--- config.mk ---
export PLATFORM = sky130hd
export DESIGN_NAME = vga_timing_counter
export DESIGN_NICKNAME = d
export VERILOG_FILES = /design/src/rtl/vga_timing_counter.sv
export SDC_FILE = /design/constraint.sdc
export NUM_CORES = 1
export LEC_CHECK = 0
export ABC_AREA = 1
export CORE_MARGIN = 4
export CORE_UTILIZATION = 48
export CTS_CLUSTER_DIAMETER = 40
export DETAILED_ROUTE_END_ITERATION = 8
export PLACE_DENSITY = 0.87
export SLEW_MARGIN = 10
export SYNTH_ARGS = -nofsm -noshare
export SYNTH_HDL_FRONTEND = slang
export SYNTH_SLANG_ARGS = --single-unit
--- constraint.sdc ---
create_clock -name clk -period 1.9 [get_ports clk]
set_input_delay 0.38 -clock clk [delete_from_list [all_inputs] [get_ports clk]]
set_output_delay 0.38 -clock clk [all_outputs]
set_load 0.01 [all_outputs]
--- src/rtl/vga_timing_counter.sv ---
// One axis of VGA timing: position counter plus ACTIVE/FRONT/SYNC/BACK phase tracking.
// Instances cascade through terminal (horizontal terminal drives vertical enable).
module vga_timing_counter #(
    parameter int unsigned ACTIVE      = 640,
    parameter int unsigned FRONT_PORCH = 16,
    parameter int unsigned SYNC_PULSE  = 96,
    parameter int unsigned BACK_PORCH  = 48,
    parameter bit          SYNC_POL    = 1'b0,
    localparam int unsigned TOTAL      = ACTIVE + FRONT_PORCH + SYNC_PULSE + BACK_PORCH,
    localparam int unsigned W          = (TOTAL > 1) ? $clog2(TOTAL) : 1
) (
    input  logic         clk,
    input  logic         rst_n,
    input  logic         enable,
    input  logic         clear,
    output logic [W-1:0] count,
    output logic [1:0]   phase,
    output logic         sync,
    output logic         display_active,
    output logic         terminal
);

    localparam int unsigned SYNC_START = ACTIVE + FRONT_PORCH;
    localparam int unsigned BACK_START = SYNC_START + SYNC_PULSE;

    localparam logic [W-1:0] LAST_ACTIVE = W'(ACTIVE - 1);
    localparam logic [W-1:0] LAST_FRONT  = W'(SYNC_START - 1);
    localparam logic [W-1:0] LAST_SYNC   = W'(BACK_START - 1);
    localparam logic [W-1:0] LAST_POS    = W'(TOTAL - 1);

    typedef enum logic [1:0] {
        PH_ACTIVE = 2'd0,
        PH_FRONT  = 2'd1,
        PH_SYNC   = 2'd2,
        PH_BACK   = 2'd3
    } phase_e;

    logic [W-1:0] count_q, count_d;
    phase_e       phase_q, phase_d;
    logic         sync_q;
    logic         disp_q;
    logic         at_last;

    assign at_last = (count_q == LAST_POS);

    // Next position and next phase; each phase exits on its own last position so
    // the phase changes on the same edge the count crosses the boundary.
    always_comb begin
        count_d = count_q;
        phase_d = phase_q;
        if (clear) begin
            count_d = '0;
            phase_d = PH_ACTIVE;
        end else if (enable) begin
            count_d = at_last ? '0 : count_q + W'(1);
            unique case (phase_q)
                PH_ACTIVE: if (count_q == LAST_ACTIVE) phase_d = PH_FRONT;
                PH_FRONT:  if (count_q == LAST_FRONT)  phase_d = PH_SYNC;
                PH_SYNC:   if (count_q == LAST_SYNC)   phase_d = PH_BACK;
                PH_BACK:   if (at_last)                phase_d = PH_ACTIVE;
                default:                               phase_d = PH_ACTIVE;
            endcase
        end
    end

    // Registered state; sync and display_active are decoded from the next phase
    // so they stay aligned with phase every cycle.
    always_ff @(posedge clk or negedge rst_n) begin
        if (!rst_n) begin
            count_q <= '0;
            phase_q <= PH_ACTIVE;
            sync_q  <= ~SYNC_POL;
            disp_q  <= 1'b1;
        end else begin
            count_q <= count_d;
            phase_q <= phase_d;
            sync_q  <= (phase_d == PH_SYNC) ? SYNC_POL : ~SYNC_POL;
            disp_q  <= (phase_d == PH_ACTIVE);
        end
    end

    assign count          = count_q;
    assign phase          = phase_q;
    assign sync           = sync_q;
    assign display_active = disp_q;
    assign terminal       = enable & ~clear & at_last;

endmodule

## After elaboration in Yosys (flattened, before gate mapping)

Cells that the tools add are included.

| storage, ports and cells | value |
|---|---|
| flip-flop bits (word level) | 14 |
| output and inout port bits | 15 |

| operators by class | value |
|---|---|
| $add $sub $neg | 1 |
| equal/unequal tests | 8 |
| muxes and demuxes | 11 |
| bitwise gates (word level) | 3 |
| reduce and logical (&&, ||, !) cells | 3 |

Operator list:

| kind | count |
|---|---|
| 10-bit == test (second input constant) | 4 |
| 10-bit two-way mux | 3 |
| 2-bit two-way mux | 6 |
| 10-bit by 1-bit adder with 10-bit output (second input constant) | 1 |
| 2-bit one-hot mux with 4 select lines | 1 |
| 2-bit == test (second input constant) | 3 |
| 2-bit zero test | 2 |
| 1-bit bitwise AND | 2 |
| 2-bit by 1-bit == test with 1-bit output (second input constant) | 1 |
| 2-bit nonzero test | 1 |
| 1-bit two-way mux | 1 |
| 1-bit inverter | 1 |

## Logic depth before layout (Yosys ltp)

| depth | value |
|---|---|
| word-level depth | 7 |
| depth in mapped cells | 10 |

## Least setup slack after synthesis

Ideal clock, no wire load.

| timing path | value |
|---|---|
| path type | flip-flop to output port |
| start point | register count_q[0] (netlist: count[0]) |
| end point | output terminal |
| data arrival time | 1293 ps |
| path slack | 227 ps |
| stages on the path, launching flop included | 4 |
| path buffers | 0 |
| cell sequence | dfrtp_1 -> ha_1 -> nand4_2 -> nor4_1 |

| on the way | value |
|---|---|
| longest elaborated chain between the ends | 2 |

RTL lines:

| element | RTL line | text |
|---|---|---|
| start: declaration | 38 | `logic [W-1:0] count_q, count_d;` |
| start signal: assignment | 75 | `count_q <= count_d;` |
| 10-bit == test | 44 | `assign at_last = (count_q == LAST_POS);` |
| 1-bit bitwise AND | 86 | `assign terminal = enable & ~clear & at_last;` |
| end: declaration | 20 | `output logic terminal` |

No other way between the ends.

## Worst setup path in the final report

| timing path | value |
|---|---|
| start point | register count_q[1] (netlist: count[1]) |
| end point | output terminal |

The elaborated chain is that of the path after synthesis.

==> load_flow_metrics.sql <==
INSERT INTO impl_metrics (metric_group, metric, value, unit) VALUES
('run_status', 'run_status', 'completed', ''),
('yosys', 'syn-cell-area', '831', 'µm²'),
('global_routing', 'globalRouteOverflowTotal', '0', ''),
('yosys', 'synth_cell_types', '23', ''),
('power_and_ir_drop', 'ir_worst_vdd', '0.000412', 'V'),
('route', 'postRouteAntennaNets', '0', ''),
('cts', 'cts-root-buf', 'sky130_fd_sc_hd__clkbuf_4', ''),
('route', 'drc', '0', ''),
('floorplan', 'row_count', '14', ''),
('power_and_ir_drop', 'p_leak', '0.000500', 'µW'),
('timing', 'period_needed', '1.79', 'ns'),
('layout', 'filler_cell_count', '113', ''),
('power_and_ir_drop', 'powerDensity', '464', 'mW/mm²'),
('yosys', 'syn-mean-instance-area', '7.76', 'µm²'),
('layout', 'area_growth_syn_to_layout', '40.2', '%'),
('layout', 'antenna_diode_count', '0', ''),
('layout', 'finalCoreUtilization', '73.9', '%'),
('route', 'via_count', '887', ''),
('run', 'drv_cap', '0', ''),
('timing', 'setup_viol_count_final', '0', ''),
('timing', 'period_share', '94.0', '%'),
('route', 'first_iter_violations', '29', ''),
('global_routing', 'grt_first_pass_wirelength', '3.81', 'mm'),
('layout', 'num-nets-final', '150', ''),
('place', 'placedCellCount', '156', ''),
('route', 'wirelength', '2.09', 'mm'),
('yosys', 'synth_fp_nets', '112', ''),
('floorplan', 'fp.dieArea', '0.00246', 'mm²'),
('yosys', 'synth.yosys.warnings', '0', ''),
('yosys', 'synth_top_cell_area_share', '36.1', '%'),
('floorplan', 'ios', '19', ''),
('yosys', 'synth.cells.most_frequent', 'sky130_fd_sc_hd__nand2_1 (21), sky130_fd_sc_hd__inv_1 (14), sky130_fd_sc_hd__nor2_1 (14), sky130_fd_sc_hd__dfrtp_1 (12), sky130_fd_sc_hd__nand3_1 (8)', ''),
('place', 'placedInstanceArea', '0.00114', 'mm²'),
('critical_path', 'setup_cp_type', 'flop to primary output', ''),
('timing', 'tightest_slew', '0.631', 'ns'),
('yosys', 'synth_seq_cells', '14', ''),
('cts', 'path_clk_slew', '0.09', 'ns'),
('yosys', 'synthTopCellsByArea', 'sky130_fd_sc_hd__dfrtp_1 (36%), sky130_fd_sc_hd__nand2_1 (9.5%), sky130_fd_sc_hd__dfstp_2 (6.3%), sky130_fd_sc_hd__inv_1 (6.3%), sky130_fd_sc_hd__nor2_1 (6.3%)', ''),
('floorplan', 'die_width', '49.6', 'µm'),
('critical_path', 'critical_path.max_fanout', '2', ''),
('cts', 'htree_levels', '1', ''),
('yosys', 'synthXorXnorAreaFrac', '2.11', '%'),
('timing', 'hold_violations', '0', ''),
('critical_path', 'critical_path_arrival', '1.41', 'ns'),
('timing', 'slew_headroom', '57.8', '%'),
('yosys', 'postSynthCellCount', '107', ''),
('yosys', 'synth-edff-count', '0', ''),
('timing', 'fmax', '560', 'MHz'),
('timing', 'worst_clock_skew', '0.0126', 'ns'),
('critical_path', 'startpoint_type', 'flop', ''),
('timing', 'grt_setup_unrepaired', 'no', ''),
('timing', 'timing.final.max_slew_violations', '0', ''),
('timing', 'layout_setup_ws', '0.113', 'ns'),
('route', 'routed_via_count_divided_by_cell_count', '5.54', ''),
('cts', 'post-cts-setup-buffer-count', '0', ''),
('yosys', 'top_cell_type_by_total_area_after_synthesis', 'sky130_fd_sc_hd__dfrtp_1', ''),
('yosys', 'largest_family_of_logic_cells_by_synthesized_area', 'simple AND/OR/NAND/NOR gates', ''),
('cts', 'tritoncts_clock_tree', 'built', ''),
('yosys', 'post-synth-top-count-cell', 'sky130_fd_sc_hd__nand2_1', ''),
('cts', 'cts_made_buffers', '3', ''),
('place', 'placement.io_buffers', '18', ''),
('place', 'hpwlAfterDp', '1.70', 'mm'),
('global_routing', 'number_of_antenna_violations_at_the_first_check_in_global_routing', '0', ''),
('timing', 'fin_worst_hold_slack', '0.481', 'ns'),
('yosys', 'proportion_of_register_bits_with_asynchronous_set_or_reset_after_synthesis', '100', '%'),
('floorplan', 'chipHeight', '49.6', 'µm'),
('layout', 'layout.cell_area.non_filler', '0.00116', 'mm²'),
('global_routing', 'grt_util_all_layers', '19.6', '%'),
('route', 'first_pass_iters', '4', ''),
('yosys', 'synth_flop_cell', 'sky130_fd_sc_hd__dfrtp_1', ''),
('cts', 'max-clock-path-buffers', '2', '');
## kinds of logic (layout without fill, tap and decap cells)
logic type               count (synthesis)  in the layout
buffers and inverters                   16             53
adder cells (fa/ha/maj)                  1              1
AO/OA/AOI/OAI                           20             20
XOR/XNOR                                 2              2
flip-flops                              14             14
AND/OR/NAND/NOR                         54             54
## worst max-delay path, stage by stage, from the launching register on
cell	delay [ns]
sky130_fd_sc_hd__dfrtp_1	0.36
sky130_fd_sc_hd__ha_1	0.21
sky130_fd_sc_hd__nand4_2	0.12
sky130_fd_sc_hd__nor4_1	0.25
sky130_fd_sc_hd__clkbuf_2	0.18
## stage by stage
stage / power, µW / TNS (ns)
after floorplan: 331 / 0
after global placement: 368 / -0.204
after detailed placement: 371 / -0.257
after CTS: 545 / 0
after global routing: 573 / 0
final: 540 / 0
## what timing repair did
item                                   4_1_cts  5_1_grt
gates resized for setup                      1        3
endpoints found under the hold margin        0        0
setup endpoints to repair                    1        1
## flip-flops by register name, summed over array words and instances, names as in the netlist
name and flops:
count 10, phase 2, display_active 1, sync 1
## path summary, 6_finish.rpt
path | from | to | slack, ns | depth (start not counted)
worst max-delay path | count[1] | terminal | 0.11 | 4
worst min-delay path | rst_n | count[1] | 0.48 | 1
worst max register to register | count[1] | count[8] | 0.26 | 9
worst min register to register | count[9] | count[9] | 0.60 | 2
max in group asynchronous | rst_n | phase[1] | 1.00 | 1
min in group clk | count[9] | count[9] | 0.60 | 2
## layer usage
| metal | GRT usage (%) | wire length [µm] |
|---|---|---|
| met1 | 23.8 | 916 |
| met2 | 32.4 | 999 |
| met3 | 4.22 | 137 |
| met4 | 9.68 | 40 |
| met5 | 0 | 0 |
## layout by cell type (no fill, tap or decap), drive strengths merged
master         instances
nor2                  17
buf                   15
nand3                 10
clkdlybuf4s50         17
a21oi                  3
o21bai                 1
xnor2                  1
nand4                  2
ha                     1
clkbuf                 5
nor4                   1
nor3                   1
xor2                   1
inv                   16
dfstp                  2
o21ai                 12
dfrtp                 12
nand2                 23
o22ai                  4
## final cells by class
cell class	count	area [µm²]	share of cell area, %
clock buffers	4	26.3	2.26
multi-input cells	77	418	35.9
well taps	16	20.0	1.72
inverters	16	60.1	5.16
flip-flops and latches	14	353	30.3
repair buffers	33	288	24.7
## where the power goes
part           internal, µW  switching [µW]
Sequential              302            2.09
Combinational          28.6            33.7
Clock                  81.4            92.5
Power figures use the tool's default switching activity.
